[src/rtl/pro3_cmd_sequencer.sv]
// Command sequencer for the Pro_3 datapath: buffers LOAD/NOT/LOAD_NOT/READ commands in a FIFO,
// replays them as strobes, waits a settle interval and returns the sampled DO.
module pro3_cmd_sequencer #(
  parameter int unsigned DEPTH  = 4,
  parameter int unsigned SETTLE = 2
) (
  input  logic       clka,
  input  logic       RESTART,
  input  logic       CMD_VALID,
  output logic       CMD_READY,
  input  logic [1:0] CMD_OP,
  input  logic [3:0] CMD_DATA,
  output logic       LOAD,
  output logic       NOT,
  output logic [3:0] DATA,
  input  logic [3:0] DO,
  output logic       RES_VALID,
  input  logic       RES_READY,
  output logic [3:0] RES_DATA,
  output logic       BUSY
);

  localparam int unsigned AW   = (DEPTH > 1) ? $clog2(DEPTH) : 1;
  localparam int unsigned CNTW = AW + 1;
  localparam int unsigned CW   = $clog2(SETTLE + 1);
  localparam logic [CNTW-1:0] FullCount = CNTW'(DEPTH);

  localparam logic [1:0] OpLoad    = 2'b00;
  localparam logic [1:0] OpNot     = 2'b01;
  localparam logic [1:0] OpLoadNot = 2'b10;

  typedef enum logic [2:0] {
    StIdle, StStrobe, StSettle, StStrobe2, StSettle2, StResult
  } state_e;

  state_e          state_q, state_d;
  logic [1:0]      op_q, op_d;
  logic [3:0]      data_q, data_d;
  logic [CW-1:0]   cnt_q, cnt_d;
  logic [CW-1:0]   cnt_dec;
  logic            res_valid_q, res_valid_d;
  logic [3:0]      res_data_q, res_data_d;

  // FIFO entries are {op, data}
  logic [5:0]      mem_q [DEPTH];
  logic [AW-1:0]   wr_ptr_q, rd_ptr_q;
  logic [CNTW-1:0] count_q;
  logic            full, empty, push, pop;
  logic [5:0]      head;

  assign full      = (count_q == FullCount);
  assign empty     = (count_q == '0);
  assign CMD_READY = !full && !RESTART;
  assign push      = CMD_VALID && CMD_READY;
  assign pop       = (state_q == StIdle) && !empty;
  assign head      = mem_q[rd_ptr_q];

  always_ff @(posedge clka) begin
    if (push) mem_q[wr_ptr_q] <= {CMD_OP, CMD_DATA};
  end

  always_ff @(posedge clka or posedge RESTART) begin
    if (RESTART) begin
      wr_ptr_q <= '0;
      rd_ptr_q <= '0;
      count_q  <= '0;
    end else begin
      if (push) wr_ptr_q <= wr_ptr_q + AW'(1);
      if (pop)  rd_ptr_q <= rd_ptr_q + AW'(1);
      unique case ({push, pop})
        2'b10:   count_q <= count_q + CNTW'(1);
        2'b01:   count_q <= count_q - CNTW'(1);
        default: count_q <= count_q;
      endcase
    end
  end

  always_ff @(posedge clka or posedge RESTART) begin
    if (RESTART) begin
      state_q     <= StIdle;
      op_q        <= '0;
      data_q      <= '0;
      cnt_q       <= '0;
      res_valid_q <= 1'b0;
      res_data_q  <= '0;
    end else begin
      state_q     <= state_d;
      op_q        <= op_d;
      data_q      <= data_d;
      cnt_q       <= cnt_d;
      res_valid_q <= res_valid_d;
      res_data_q  <= res_data_d;
    end
  end

  assign cnt_dec = cnt_q - CW'(1);

  always_comb begin
    state_d     = state_q;
    op_d        = op_q;
    data_d      = data_q;
    cnt_d       = cnt_q;
    res_valid_d = res_valid_q;
    res_data_d  = res_data_q;
    unique case (state_q)
      StIdle: begin
        if (!empty) begin
          op_d    = head[5:4];
          state_d = StStrobe;
          // DATA only changes when a LOAD strobe is about to be driven
          if (head[5:4] == OpLoad || head[5:4] == OpLoadNot) data_d = head[3:0];
        end
      end
      StStrobe: begin
        state_d = StSettle;
        cnt_d   = CW'(SETTLE);
      end
      StSettle: begin
        cnt_d = cnt_dec;
        if (cnt_dec == '0) begin
          if (op_q == OpLoadNot) begin
            state_d = StStrobe2;
          end else begin
            state_d     = StResult;
            res_valid_d = 1'b1;
            res_data_d  = DO;
          end
        end
      end
      StStrobe2: begin
        state_d = StSettle2;
        cnt_d   = CW'(SETTLE);
      end
      StSettle2: begin
        cnt_d = cnt_dec;
        if (cnt_dec == '0) begin
          state_d     = StResult;
          res_valid_d = 1'b1;
          res_data_d  = DO;
        end
      end
      StResult: begin
        if (RES_READY) begin
          res_valid_d = 1'b0;
          state_d     = StIdle;
        end
      end
      default: state_d = StIdle;
    endcase
  end

  assign LOAD      = (state_q == StStrobe) && (op_q == OpLoad || op_q == OpLoadNot);
  assign NOT       = ((state_q == StStrobe) && (op_q == OpNot)) || (state_q == StStrobe2);
  assign DATA      = data_q;
  assign RES_VALID = res_valid_q;
  assign RES_DATA  = res_data_q;
  assign BUSY      = (state_q != StIdle) || !empty;

endmodule

[config.mk]
export PLATFORM = sky130hd
export DESIGN_NAME = pro3_cmd_sequencer
export DESIGN_NICKNAME = d
export VERILOG_FILES = /design/src/rtl/pro3_cmd_sequencer.sv
export SDC_FILE = /design/constraint.sdc
export NUM_CORES = 1
export LEC_CHECK = 0
export BUFFER_PORTS_ARGS = -buffer_cell sky130_fd_sc_hd__buf_2
export CAP_MARGIN = 40
export CORE_MARGIN = 2
export CORE_UTILIZATION = 61
export DETAILED_ROUTE_END_ITERATION = 7
export PLACE_DENSITY = 0.86
export SLEW_MARGIN = 25
export SYNTH_ARGS = -nofsm -noshare
export SYNTH_HDL_FRONTEND = slang
export SYNTH_SLANG_ARGS = --single-unit
[constraint.sdc]
create_clock -name clka -period 4.1 [get_ports clka]
set_clock_uncertainty 0.05 [all_clocks]
set_input_delay 0.205 -clock clka [delete_from_list [all_inputs] [get_ports clka]]
set_output_delay 0.205 -clock clka [all_outputs]
set_load 0.05 [all_outputs]
Word-level counts from Yosys, hierarchy flattened
Memories as Yosys holds them, arrays and structs flattened.
Cells that the tools add are included.
{"block": "word_totals", "ff_bits": 23, "n_memories": 1, "inputBits": 14, "mem_bits_rw": 24, "latchBits": 0, "mem_bits_ro": 0}
{"name": "mem_q", "depth": 4, "word_bits": 6, "rd": 1, "rd_ports_with_merged_regs": 0, "wr": 1, "line_no": "45", "rtl": "logic [5:0] mem_q [DEPTH];"}
{"block": "op_classes", "magnitude_cmp": 0, "add_sub_neg": 5, "muxes": 19, "reduce_logical": 29, "div_mod_pow": 0, "mul": 0, "n_eq_ne": 16, "n_shift": 0, "bitwise_logic": 1}
{"operator": "3-bit one-hot mux with 6 select lines", "n": 1}
{"operator": "3-bit two-way mux", "n": 5}
{"operator": "4-bit two-way mux", "n": 3}
{"operator": "2-bit != test, second input constant", "n": 5}
{"operator": "3-bit equality test, second input constant", "n": 3}
{"operator": "4-bit one-hot mux with 2 select lines", "n": 1}
{"operator": "4-bit AND reduction", "n": 2}
{"operator": "2-bit equality test, second input constant", "n": 3}
{"operator": "3-bit by 2-bit equality test with 1-bit output, second input constant", "n": 2}
{"operator": "2-bit logical NOT", "n": 3}
{"operator": "3-bit logical NOT", "n": 2}
{"operator": "1-bit two-way mux", "n": 6}
{"operator": "3-bit one-hot mux with 2 select lines", "n": 1}
{"operator": "2-bit nonzero test", "n": 3}
{"operator": "3-bit nonzero test", "n": 2}
{"operator": "1-bit logical AND", "n": 5}
{"operator": "5-bit AND reduction", "n": 1}
{"operator": "2-bit by 1-bit adder with 2-bit output, second input constant", "n": 2}
{"operator": "2-bit by 1-bit equality test with 1-bit output, second input constant", "n": 2}
{"operator": "1-bit logical OR", "n": 4}
{"operator": "2-bit one-hot mux with 2 select lines", "n": 1}
{"operator": "2-bit OR reduction", "n": 2}
{"operator": "3-bit by 1-bit adder with 3-bit output, second input constant", "n": 1}
{"operator": "3-bit by 1-bit equality test with 1-bit output, second input constant", "n": 1}
{"operator": "7 further kinds", "n": 9}

Depth between registers and ports, before layout
Gate-level depths: netlist of the first run.
{"block": "depth", "depth_word": 6, "ltp_mapped": 10, "depth_no_buf": 10}

Worst setup path before layout of the first run
OpenSTA, ideal clock, no wires.
{"block": "synth_path", "path_type": "register to register", "from": "reg count_q[1]", "to": "reg count_q[2]", "path_stages_with_launch": 11, "slack_ns": 1.376, "arrival_time_ns": 2.549, "t_required_ns": 3.925, "setup_ns": 0.125, "period_less_slack_ns": 2.724, "path_cell_list": "dfrtp_1 > inv_1 > a31oi_1 > and2_1 > inv_1 > ha_1 > inv_1 > fa_1 > xor2_1 > nor2_1 > xor2_1"}
{"block": "synth_between", "elab_chain_cells": 6, "elab_cells_between_ends": 13, "cone_classes": "add/sub: 2; eq/ne: 3; mux: 1; reduce/logical: 7"}
{"item": "start: declaration", "line_no": "47", "rtl": "logic [CNTW-1:0] count_q;"}
{"item": "start signal: assignment", "line_no": "71", "rtl": "2'b10: count_q <= count_q + CNTW'(1);"}
{"item": "start signal: assignment", "line_no": "72", "rtl": "2'b01: count_q <= count_q - CNTW'(1);"}
{"item": "start signal: assignment", "line_no": "73", "rtl": "default: count_q <= count_q;"}
{"item": "3-bit equality test (*)", "line_no": "51", "rtl": "assign full = (count_q == FullCount);"}
{"item": "1-bit logical NOT (*)", "line_no": "53", "rtl": "assign CMD_READY = !full && !RESTART;"}
{"item": "1-bit logical AND (*)", "line_no": "53"}
{"item": "net CMD_READY", "line_no": "10", "rtl": "output logic CMD_READY,"}
{"item": "1-bit logical AND (*)", "line_no": "54", "rtl": "assign push = CMD_VALID && CMD_READY;"}
{"item": "2-bit by 1-bit equality test with 1-bit output or 2-bit equality test (tied branches)", "line_no": "70", "rtl": "unique case ({push, pop})"}
{"item": "3-bit one-hot mux with 2 select lines or 2-bit nonzero test (tied branches)"}
The timed path passes the listed nets; every way through them passes the cells marked *.
A chain may end at the register's enable or synchronous reset.

Worst setup path in the final report of the first run
{"block": "layout_path", "from": "reg state_q[0]", "to": "reg count_q[2]"}
{"block": "layout_between", "elab_chain_cells": 4, "elab_cells_between_ends": 6, "cone_classes": "eq/ne: 2; mux: 1; reduce/logical: 3"}
{"item": "start: declaration", "line_no": "36", "rtl": "state_e state_q, state_d;"}
{"item": "start signal: assignment", "line_no": "80", "rtl": "state_q <= StIdle;"}
{"item": "start signal: assignment", "line_no": "87", "rtl": "state_q <= state_d;"}
{"item": "3-bit logical NOT (*)", "line_no": "55", "rtl": "assign pop = (state_q == StIdle) && !empty;"}
{"item": "1-bit logical AND (*)", "line_no": "55"}
{"item": "net pop", "line_no": "48", "rtl": "logic full, empty, push, pop;"}
{"item": "2-bit by 1-bit equality test with 1-bit output or 2-bit equality test (tied branches)", "line_no": "70"}
{"item": "3-bit one-hot mux with 2 select lines or 2-bit nonzero test (tied branches)"}
Marked as above.

==> results of run 1 <==
path summary, 6_finish.rpt:
| path | end | startpoint | cells past startpoint |
|---|---|---|---|
| min | mem_q[1][4] | CMD_OP[0] | 1 |
| min in group asynchronous | state_q[0] | RESTART | 3 |
| max | count_q[2] | state_q[0] | 8 |
| max reg2reg | count_q[2] | state_q[0] | 8 |
| max in group asynchronous | DATA[1] | RESTART | 4 |
| min reg2reg | DATA[1] | DATA[1] | 1 |
power by group through the flow:
stage | combinational [uW] | sequential [uW] | clock [uW]
floorplan | 562 | 872 | 0
global placement | 764 | 786 | 0
detailed placement | 800 | 804 | 0
CTS | 807 | 793 | 336
global route | 872 | 816 | 357
finish | 802 | 793 | 332
state kept, by name, summed over array words and instances (netlist names):
name	flops
op_q	2
cnt_q	2
state_q	3
mem_q	24
count_q	3
RES_VALID	1
DATA	4
rd_ptr_q	2
RES_DATA	4
wr_ptr_q	2
Yosys cell counts:
library cell / instances
a31oi_1: 2
nand2_1: 7
ha_1: 6
nand3_1: 4
nor3_2: 2
mux2_1: 4
clkbuf_1: 3
edfxtp_1: 24
fa_1: 1
mux4_1: 5
o21bai_1: 1
and3_1: 4
buf_6: 1
nor4_4: 1
xor2_1: 3
inv_1: 12
o31ai_1: 1
o32ai_1: 1
nor2_1: 4
dfrtp_1: 23
mux2_2: 6
nor2b_1: 1
buf_2: 1
or2_2: 1
nand3b_1: 1
and2_1: 1
buf_4: 1
nor3_1: 2
a211oi_1: 1
a21oi_1: 8
nand2b_1: 4
mux2i_1: 1
mux4_2: 1
o21ai_0: 3
o311ai_0: 1
a21o_1: 1
xnor2_1: 5
o22ai_1: 1
worst reg2reg max path, stage by stage (launching register included):
cell	delay [ps]
dfrtp_1	560
or2_2	430
nor3_2	370
ha_1	280
inv_1	60
fa_1	380
xor2_1	150
nor2_1	110
xor2_1	180
cell type report:
type	instances	area [um^2]	share of cell area
clock buffers	6	41.3	0.0167
clock inverters	2	60.1	0.0243
inverters	12	45.0	0.0183
multi-input cells	84	752	0.305
flip-flops and latches	47	1300	0.525
well taps	46	57.6	0.0233
repair buffers	34	215	0.0872
placed cells by master, fill, tap and decap left out, types with 5 or more instances in the layout:
| cell type | instances |
|---|---|
| a21oi_1 | 8 |
| xnor2_1 | 5 |
| dlygate4sd3_1 | 7 |
| nand2_1 | 7 |
| buf_2 | 26 |
| ha_1 | 6 |
| dfrtp_1 | 23 |
| edfxtp_1 | 24 |
| mux4_1 | 5 |
| inv_1 | 12 |
| clkbuf_4 | 5 |
| mux2_2 | 6 |
logic make-up after synthesis:
| group | after synthesis |
|---|---|
| xor+xnor | 8 |
| buf+inv | 18 |
| fa+ha+maj | 7 |
| mux | 17 |
| compound gates | 20 |
| flops | 47 |
| simple gates | 32 |
routing by layer:
| layer | part of all wire | up-vias | track usage | wire length (um) |
|---|---|---|---|---|
| met3 | 0.051 | 7 | 0.0429 | 187 |
| li1 | - | 618 | - | - |
| met2 | 0.51 | 41 | 0.339 | 1880 |
| met5 | 0 | - | 0 | 0 |
| met4 | 0.018 | 0 | 0.114 | 65 |
| met1 | 0.42 | 629 | 0.270 | 1560 |
per-stage QoR:
step / total power [uW] / hold slack, ps / setup slack (ps) / std cells
floorplan: 1430 / 157 / 1380 / 149
global placement: 1550 / 364 / 1690 / 215
detailed placement: 1600 / 196 / 1550 / 216
CTS: 1940 / 6.08 / 1490 / 230
global route: 2050 / 4.70 / 1290 / 231
finish: 1930 / 16.8 / 1450 / 231
repair_timing:
action | CTS | global route
endpoints found under the hold margin | 26 | 1
gates resized for setup | 0 | 0
hold buffers | 6 | 1
==> metrics.md, run 1 <==
| Metric | Value |
|---|---|
| Worst VDD drop | 0.405 mV |
| Area grow syn2layout | 15.9% |
| # fillers | about 210 |
| Cell Pwr Density | 781 mW/mm^2 |
| Placement Cell Area | 0.00230 mm^2 |
| Longest Clk Path Bufs | 2 |
| Reg clk slew, reported paths | 130 ps |
| Syn_nets | 170 |
| IO buf count | 26 |
| Yosys top cell by area | edfxtp_1 |
| Synth area leaders | edfxtp_1 (34%), dfrtp_1 (27%), mux4_1 (6.2%), ha_1 (3.5%), mux2_2 (3.2%) |
| Reg power frac | 0.412 |
| GR Overflow Total | 0 |
| TritonCTS Buffers | 5 |
| Worst skew pair latency | 360 ps |
| Slew headroom | 0.627 |
| Post-synthesis simple-gate area fraction | 0.0888 |
| DR iter-0 viols | 87 |
| Post-Syn Area | 0.00213 mm^2 |
| Logic pwr share | 0.416 |
| Flop-to-flop setup slack | 1450 ps |
| Pin count of the biggest net entering global routing | 18 |
| IO Count | 27 |
| RSZ-0062 raised after global routing | false |
| Via count | 1295 |
| First drt pass iteration count | 4 |
| Max FO, Critical Path | 16 |
| Pins Over Slew Limit | 0 |
| Core area | 0.00334 mm^2 |
| Fin. Hold Viols | 0 |
| Vias/cell | about 5.6 |
| FF+latch count, synth | 47 |
| Ant diodes | 0 |
| CP max-delay cell | dfrtp_1 |
| Postcts setup bufs | 0 |
| Initial core utilization | 0.638 |
| Crit path DAT | 2880 ps |
| Leakage | about 0.0010 uW |
| DRT Wirelength | 3700 um |
| Mean post-synth cell area | 14.3 um^2 |
| Clock power share | 0.172 |
| Detail Placement HPWL | 2570 um |
| Post-route DRC | 0 |
| Final core utilization | 0.739 |
| Setup tns final | 0 ps |
| Worst hold path class | input pin to register |
| Outcome | finished clean |
| Worst path most repeated cell | xor2_1 |
| Final GP Congestion | 0.816 |
| Wirelength per Cell | 16.0 um |
| Critical Setup Path Class | register to register |
| Root buf cell | clkbuf_4 |
| Worst-margin pin slew | roughly 560 ps |
| Post-Synth XOR/XNOR Area | 0.0329 |
| Die X | around 63 um |
| Row cnt | 21 |
| Pint | 1150 uW |
| Shortest period the worst path allows | 2650 ps |
| Register area share after synthesis | 0.609 |
| Chip Height | 63.1 um |
| Layout cell share with drive strength beyond 1 | 0.243 |
| Share of the synthesized area in the top cell type | 0.339 |
| Warnings, synthesis | 0 |
| Initial antenna violation count | 0 |
| Startpoint type of the worst setup path | register |
| # Max-Cap Violations | 0 |
| Final instance area | 0.00247 mm^2 |
| Vias in the first global route | ~1300 |
| Required @ worst endpoint | between 4000 and 5000 ps |
| Mux cell area share after synthesis | 0.130 |
| Worst-path cell chain | or2_2 -> nor3_2 -> ha_1 -> inv_1 -> fa_1 -> xor2_1 -> nor2_1 -> xor2_1 |
| Cells after synthesis | between 100 and 150 |
| Main combinational cell family by area after synthesis | multiplexers |
| CP peak stage delay | 560 ps |
| Clock sink count | 47 |
| P_sw | 780 uW |
| H-tree levels | 2 |
| Nets | 205 |
| CP Buf/Inv Count | 1 |
| Yosys cell types | 38 |
| Top delay family on crit path | simple AND/OR/NAND/NOR gates |
| DRT antenna net count | 0 |
| Adder-cell area share of the yosys netlist | 0.0447 |
| Max Fclk | between 300 and 400 MHz |
| All-Layer GR Usage | 0.211 |
| Setup Viol. Count Final | 0 |
| Final worst path period share | 0.645 |
| First-pass GRT wire length | around 6200 um |
| Sw Ratio | 0.405 |
| Die Area | 0.00398 mm^2 |
| Setup crit end kind | register |
| CTS tree | done |
| Compound-Gate Fraction of Synth Area | 0.0570 |
Power figures use the tool's default switching activity.
==> run 2, diff against run 1 <==
--- a/config.mk
+++ b/config.mk
@@ -8,9 +8,9 @@
 export BUFFER_PORTS_ARGS = -buffer_cell sky130_fd_sc_hd__buf_2
 export CAP_MARGIN = 40
 export CORE_MARGIN = 2
-export CORE_UTILIZATION = 61
+export CORE_UTILIZATION = 57
 export DETAILED_ROUTE_END_ITERATION = 7
-export PLACE_DENSITY = 0.86
+export PLACE_DENSITY = 0.82
 export SLEW_MARGIN = 25
 export SYNTH_ARGS = -nofsm -noshare
 export SYNTH_HDL_FRONTEND = slang
==> constraint.sdc (replaced) <==
create_clock -name clka -period 2.7 [get_ports clka]
set_clock_uncertainty 0.05 [all_clocks]
set_input_delay 0.135 -clock clka [delete_from_list [all_inputs] [get_ports clka]]
set_output_delay 0.135 -clock clka [all_outputs]
set_load 0.05 [all_outputs]
==> run 2 against run 1 <==
Non-clock buffer count increased by 2. Largest cell class unchanged. Largest power group unchanged. Highest routed layer unchanged. Hold slack got worse by 5.7 ps. Combinational power increased by 67%. Via count decreased by 1.6%. First-iteration DRC count increased by 66%. Total power increased by 62%.
==> metrics.md, run 2 (synthesis results as in run 1) <==
| Metric | Value |
|---|---|
| Placement Cell Area | ~0.0023 mm^2 |
| Core area | 0.00363 mm^2 |
| Detail Placement HPWL | 2570 um |
| First drt pass iteration count | 4 |
| Worst skew pair latency | 300 ps |
| Nets | 207 |
| Sw Ratio | 0.402 |
| Final instance area | 0.00253 mm^2 |
| Pin count of the biggest net entering global routing | 17 |
| CP max-delay cell | dfrtp_1 |
| Postcts setup bufs | 0 |
| TritonCTS Buffers | 5 |
| IO buf count | 26 |
| Pre-CTS setup slack | 318 ps |
| Max Fclk | just over 400 MHz |
| Area grow syn2layout | 18.8% |
| H-tree levels | 2 |
| Root buf cell | clkbuf_8 |
| Startpoint type of the worst setup path | register |
| Reg power frac | 0.371 |
| Clock power share | 0.200 |
| Layout cell share with drive strength beyond 1 | 0.267 |
| GR Overflow Total | 0 |
| Worst-margin pin slew | roughly 450 ps |
| RSZ-0062 raised after global routing | false |
| Chip Height | 65.1 um |
| Ant diodes | 0 |
| Worst path most repeated cell | xor2_1 |
| HP Start | DO[1] |
| Vias/cell | 5.42 |
| Number of flip-flops in the largest register | 24 |
| Crit path DAT | 2610 ps |
| Wirelength per Cell | roughly 17 um |
| Largest reg by FF count | mem_q |
| Pins Over Slew Limit | 0 |
| Final core utilization | 0.696 |
| Initial antenna violation count | 0 |
| # fillers | 255 |
| Outcome | finished clean |
| Most common cell after layout, fill and taps aside | buf_2 |
| Vias in the first global route | 1275 |
| Final worst path period share | 0.901 |
| Worst r2r src | state_q[2] |
| Max FO, Critical Path | 14 |
| WHS Endpoint | RES_DATA[1] |
| Shortest period the worst path allows | 2430 ps |
| IO Count | 27 |
| Logic pwr share | 0.428 |
| Reg clk slew, reported paths | 90 ps |
| Row cnt | 22 |
| CTS tree | done |
| Required @ worst endpoint | 2870 ps |
| DRT Wirelength | 3890 um |
| Worst hold path depth | 2 |
| Initial core utilization | 0.586 |
| Setup crit end kind | register |
| FF-to-FF End | count_q[2] |
| # Max-Cap Violations | 0 |
| First-pass GRT wire length | 6140 um |
| P_sw | roughly 1300 uW |
| Worst VDD drop | between 0.6 and 0.7 mV |
| Longest Clk Path Bufs | 2 |
| Post-route DRC | 0 |
| Critical Setup Path Class | register to register |
| CP peak stage delay | 540 ps |
| Setup ws final | about 270 ps |
| Worst hold path class | input pin to register |
| Cell Pwr Density | between 1000 and 1500 mW/mm^2 |
| DRT antenna net count | 0 |
| DR iter-0 viols | around 140 |
| All-Layer GR Usage | 0.202 |
| Flop-to-flop setup slack | 270 ps |
| Slew headroom | 0.698 |
| Pint | 1870 uW |
| Reg2reg path depth | 8 |
| Final GP Congestion | 0.821 |
| Setup tns final | 0 ps |
| Via count | 1274 |
| Most frequent cells in the layout | buf_2 (26), edfxtp_1 (24), dfrtp_1 (23) |
| Worst-path cell chain | or2_2 -> nor3_2 -> ha_1 -> inv_1 -> fa_1 -> xor2_1 -> nor2_1 -> xor2_1 |
| Die X | 65.1 um |
| Setup Viol. Count Final | 0 |
| Fin. Hold Viols | 0 |
| Clock sink count | 47 |
| Die Area | 0.00424 mm^2 |
| Leakage | 0.00107 uW |
| Post_cts resized | 0 |
run 2: cell count changes in the layout (fill, tap and decap cells not counted), sizes merged:
cell,before,now
clkbuf,6,5
buf,27,30
dlygate4sd3,7,6
inv,12,13
run 2: per-stage QoR:
stage               instances  power (uW)  hold WS [ps]
floorplan                 149        2180          86.9
global placement          220        2400           293
detailed placement        221        2490           120
CTS                       234        3140          4.73
global route              235        3300          9.90
finish                    235        3120          11.2
run 2: metal layers:
| layer | up-vias | wire [um] | GRT usage |
|---|---|---|---|
| li1 | 613 | - | - |
| met1 | 625 | 1670 | 0.260 |
| met3 | 6 | 149 | 0.0582 |
| met4 | 0 | 30 | 0.0547 |
| met5 | - | 0 | 0 |
| met2 | 30 | 2040 | 0.340 |
run 2: cell type report:
class                      count  area (um^2)  share of cell area
timing repair buffer          36          228              0.0901
sequential                    47         1300               0.513
clock buffer                   5         68.8              0.0272
inverter                      12         45.0              0.0178
multi-input combinational     84          758               0.300
tap                           48         60.1              0.0238
clock inverter                 3         71.3              0.0282
run 2: power by group through the flow:
stage	combinational [uW]	clock, uW	sequential, uW
after floorplan	857	0	1330
after global placement	1250	0	1150
after detailed placement	1320	0	1170
after CTS	1350	632	1160
after global routing	1450	665	1180
final	1340	626	1160
run 2: worst max-delay path, delay by kind of cell, from the launching register on:
kind	cells	cell delay, ps
fa+ha+maj	2	630
simple gates	3	710
flops	1	540
buf+inv	1	70
xor+xnor	2	350
run 2: worst max-delay path by stage:
stage               start    endpoint  slack, ps  cells after the start
6_report       state_q[2]  count_q[2]        270                      8
5_1_grt        state_q[2]  count_q[2]        170                      8
4_1_cts        state_q[2]  count_q[2]        270                      8
3_5_place_dp   state_q[2]  count_q[2]        320                      8
3_3_place_gp   state_q[2]  count_q[2]        500                      8
2_1_floorplan  count_q[1]  count_q[2]        380                     10
run 2: what timing repair did:
action | 4_1_cts | 5_1_grt
hold buffers | 5 | 1
hold endpoints to repair | 25 | 3
endpoints found under the setup margin | 0 | 0
==> run 3, diff against run 2 <==
--- a/config.mk
+++ b/config.mk
@@ -7,10 +7,13 @@
 export LEC_CHECK = 0
 export BUFFER_PORTS_ARGS = -buffer_cell sky130_fd_sc_hd__buf_2
 export CAP_MARGIN = 40
+export CELL_PAD_IN_SITES_DETAIL_PLACEMENT = 1
+export CELL_PAD_IN_SITES_GLOBAL_PLACEMENT = 1
 export CORE_MARGIN = 2
-export CORE_UTILIZATION = 57
+export CORE_UTILIZATION = 47
 export DETAILED_ROUTE_END_ITERATION = 7
-export PLACE_DENSITY = 0.82
+export PLACE_DENSITY = 0.81
+export REMOVE_ABC_BUFFERS = 1
 export SLEW_MARGIN = 25
 export SYNTH_ARGS = -nofsm -noshare
 export SYNTH_HDL_FRONTEND = slang
==> run 3 against run 2 <==
Final cell count grew 1.7%. Global-route usage is 1.5 points lower. Critical path type unchanged. Sequential cell count stayed put. Critical path depth unchanged. Largest power group unchanged.
==> metrics.md, run 3 (synthesis results as in run 1) <==
| Metric | Value |
|---|---|
| Most common cell after layout, fill and taps aside | buf_2 |
| Chip Height | roughly 71 um |
| # Max-Cap Violations | 0 |
| Nets | 207 |
| Most frequent cells in the layout | buf_2 (26), edfxtp_1 (24), dfrtp_1 (23) |
| Postcts setup bufs | 0 |
| First drt pass iteration count | 4 |
| Crit path capture | count_q[1] |
| Layout cell share with drive strength beyond 1 | 0.267 |
| Crit path DAT | 2420 ps |
| Slew headroom | 0.677 |
| Worst VDD drop | between 0.4 and 0.5 mV |
| Die Area | approximately 0.0051 mm^2 |
| Initial core utilization | 0.489 |
| CTS tree | done |
| Via count | 1303 |
| Required @ worst endpoint | 2860 ps |
| Clock sink count | 47 |
| Met1 Use GR | 0.221 |
| IO buf count | 26 |
| Post_cts resized | 0 |
| H-tree levels | 2 |
| Setup crit end kind | register |
| Core area | about 0.0044 mm^2 |
| Final worst path period share | 0.837 |
| GR Overflow Total | 0 |
| Final non-filler cell total | 239 |
| Max Fclk | 442 MHz |
| Worst hold path class | input pin to register |
| Final GP Congestion | between 0.8 and 0.9 |
| Shortest period the worst path allows | 2260 ps |
| Outcome | finished clean |
| DR iter-0 viols | 50 |
| Detail Placement HPWL | approximately 3200 um |
| Row cnt | 24 |
| Initial antenna violation count | 0 |
| Pin count of the biggest net entering global routing | 18 |
| Leakage | 0.00105 uW |
| Number of flip-flops in the largest register | 24 |
| Largest reg by FF count | mem_q |
| Longest Clk Path Bufs | 2 |
| CP startpoint | count_q[1] |
| Global route hottest layer | met2 |
| Area grow syn2layout | 16.5% |
| Hold Buf Count CTS | 5 |
| Ant diodes | 0 |
| Max FO, Critical Path | 6 |
| Worst-margin pin slew | ~480 ps |
| TritonCTS Buffers | 5 |
| Worst skew pair latency | ~300 ps |
| Critical Setup Path Class | register to register |
| Setup Viol. Count Final | 0 |
| Cell Pwr Density | 1190 mW/mm^2 |
| Flop-to-flop setup slack | 440 ps |
| Startpoint type of the worst setup path | register |
| DRT antenna net count | 0 |
| First-pass GRT wire length | 7070 um |
| Final instance area | 0.00248 mm^2 |
| # placed instances | 226 |
| All-Layer GR Usage | 0.187 |
| Vias/cell | 5.45 |
| Vias in the first global route | 1424 |
| Fin. Hold Viols | 0 |
| FF-to-FF End | count_q[1] |
| Reg2reg path depth | 8 |
| Global Route met2 Usage | 0.332 |
| Worst r2r src | count_q[1] |
| IO Count | 27 |
| Die X | 71.3 um |
| Placement Cell Area | about 0.0023 mm^2 |
| Root buf cell | clkbuf_8 |
| Wirelength per Cell | 17.5 um |
| RSZ-0062 raised after global routing | false |
| Pins Over Slew Limit | 0 |
| Met3 Usage GRT | 0.0436 |
| Reg clk slew, reported paths | 90 ps |
| DRT Wirelength | 4190 um |
| Post-route DRC | 0 |
run 3: cell count changes in the layout (fill, tap and decap cells not counted):
cell	delta
a31oi_1	+1
a31oi_2	-1
buf_4	+1
bufinv_16	-2
dlygate4sd3_1	-1
inv_4	+1
inv_6	+1
run 3: worst max-delay path: stages, from the launching register on:
cell	delay (ps)
dfrtp_1	390
inv_1	110
a31oi_1	400
and2_1	270
inv_1	60
ha_1	220
inv_1	70
fa_1	410
mux2i_1	190
run 3: report_power, final:
group	internal, uW	switching [uW]
logic	521	847
registers	973	169
clock network	193	255
run 3: cell type report:
class / count / area (um^2)
clock buffers: 5 / 68.8
clock inverters: 3 / 26.3
fillers: 427 / 1880
inverters: 12 / 45.0
multi-input cells: 84 / 752
flip-flops and latches: 47 / 1300
well taps: 52 / 65.1
repair buffers: 36 / 225
run 3: how the worst min path moves through the flow:
stage	start	to	slack [ps]	cells after the start
detailed placement	RESTART	wr_ptr_q[1]	120	2
global route	CMD_DATA[0]	mem_q[0][0]	6	1
CTS	CMD_DATA[0]	mem_q[0][0]	2	1
finish	CMD_DATA[0]	mem_q[0][0]	10	1
floorplan	RESTART	DATA[0]	90	1
global placement	CMD_DATA[2]	mem_q[2][2]	290	1
run 3: per-stage QoR:
step            util  setup WS (ps)  total power (uW)  TNS [ps]  hold slack [ps]
6_report       0.569            439              2960         0             11.6
5_1_grt        0.569            280              3150         0             5.96
4_1_cts        0.569            404              2990         0             2.49
3_5_place_dp   0.536            473              2540         0              119
3_3_place_gp   0.532            655              2410         0              294
2_1_floorplan      -          -23.9              2130     -23.9             86.9
run 3: routing by layer:
layer,share of wire,vias up
li1,-,616
met1,0.40,653
met2,0.55,26
met3,0.032,8
met4,0.019,0
met5,0,-
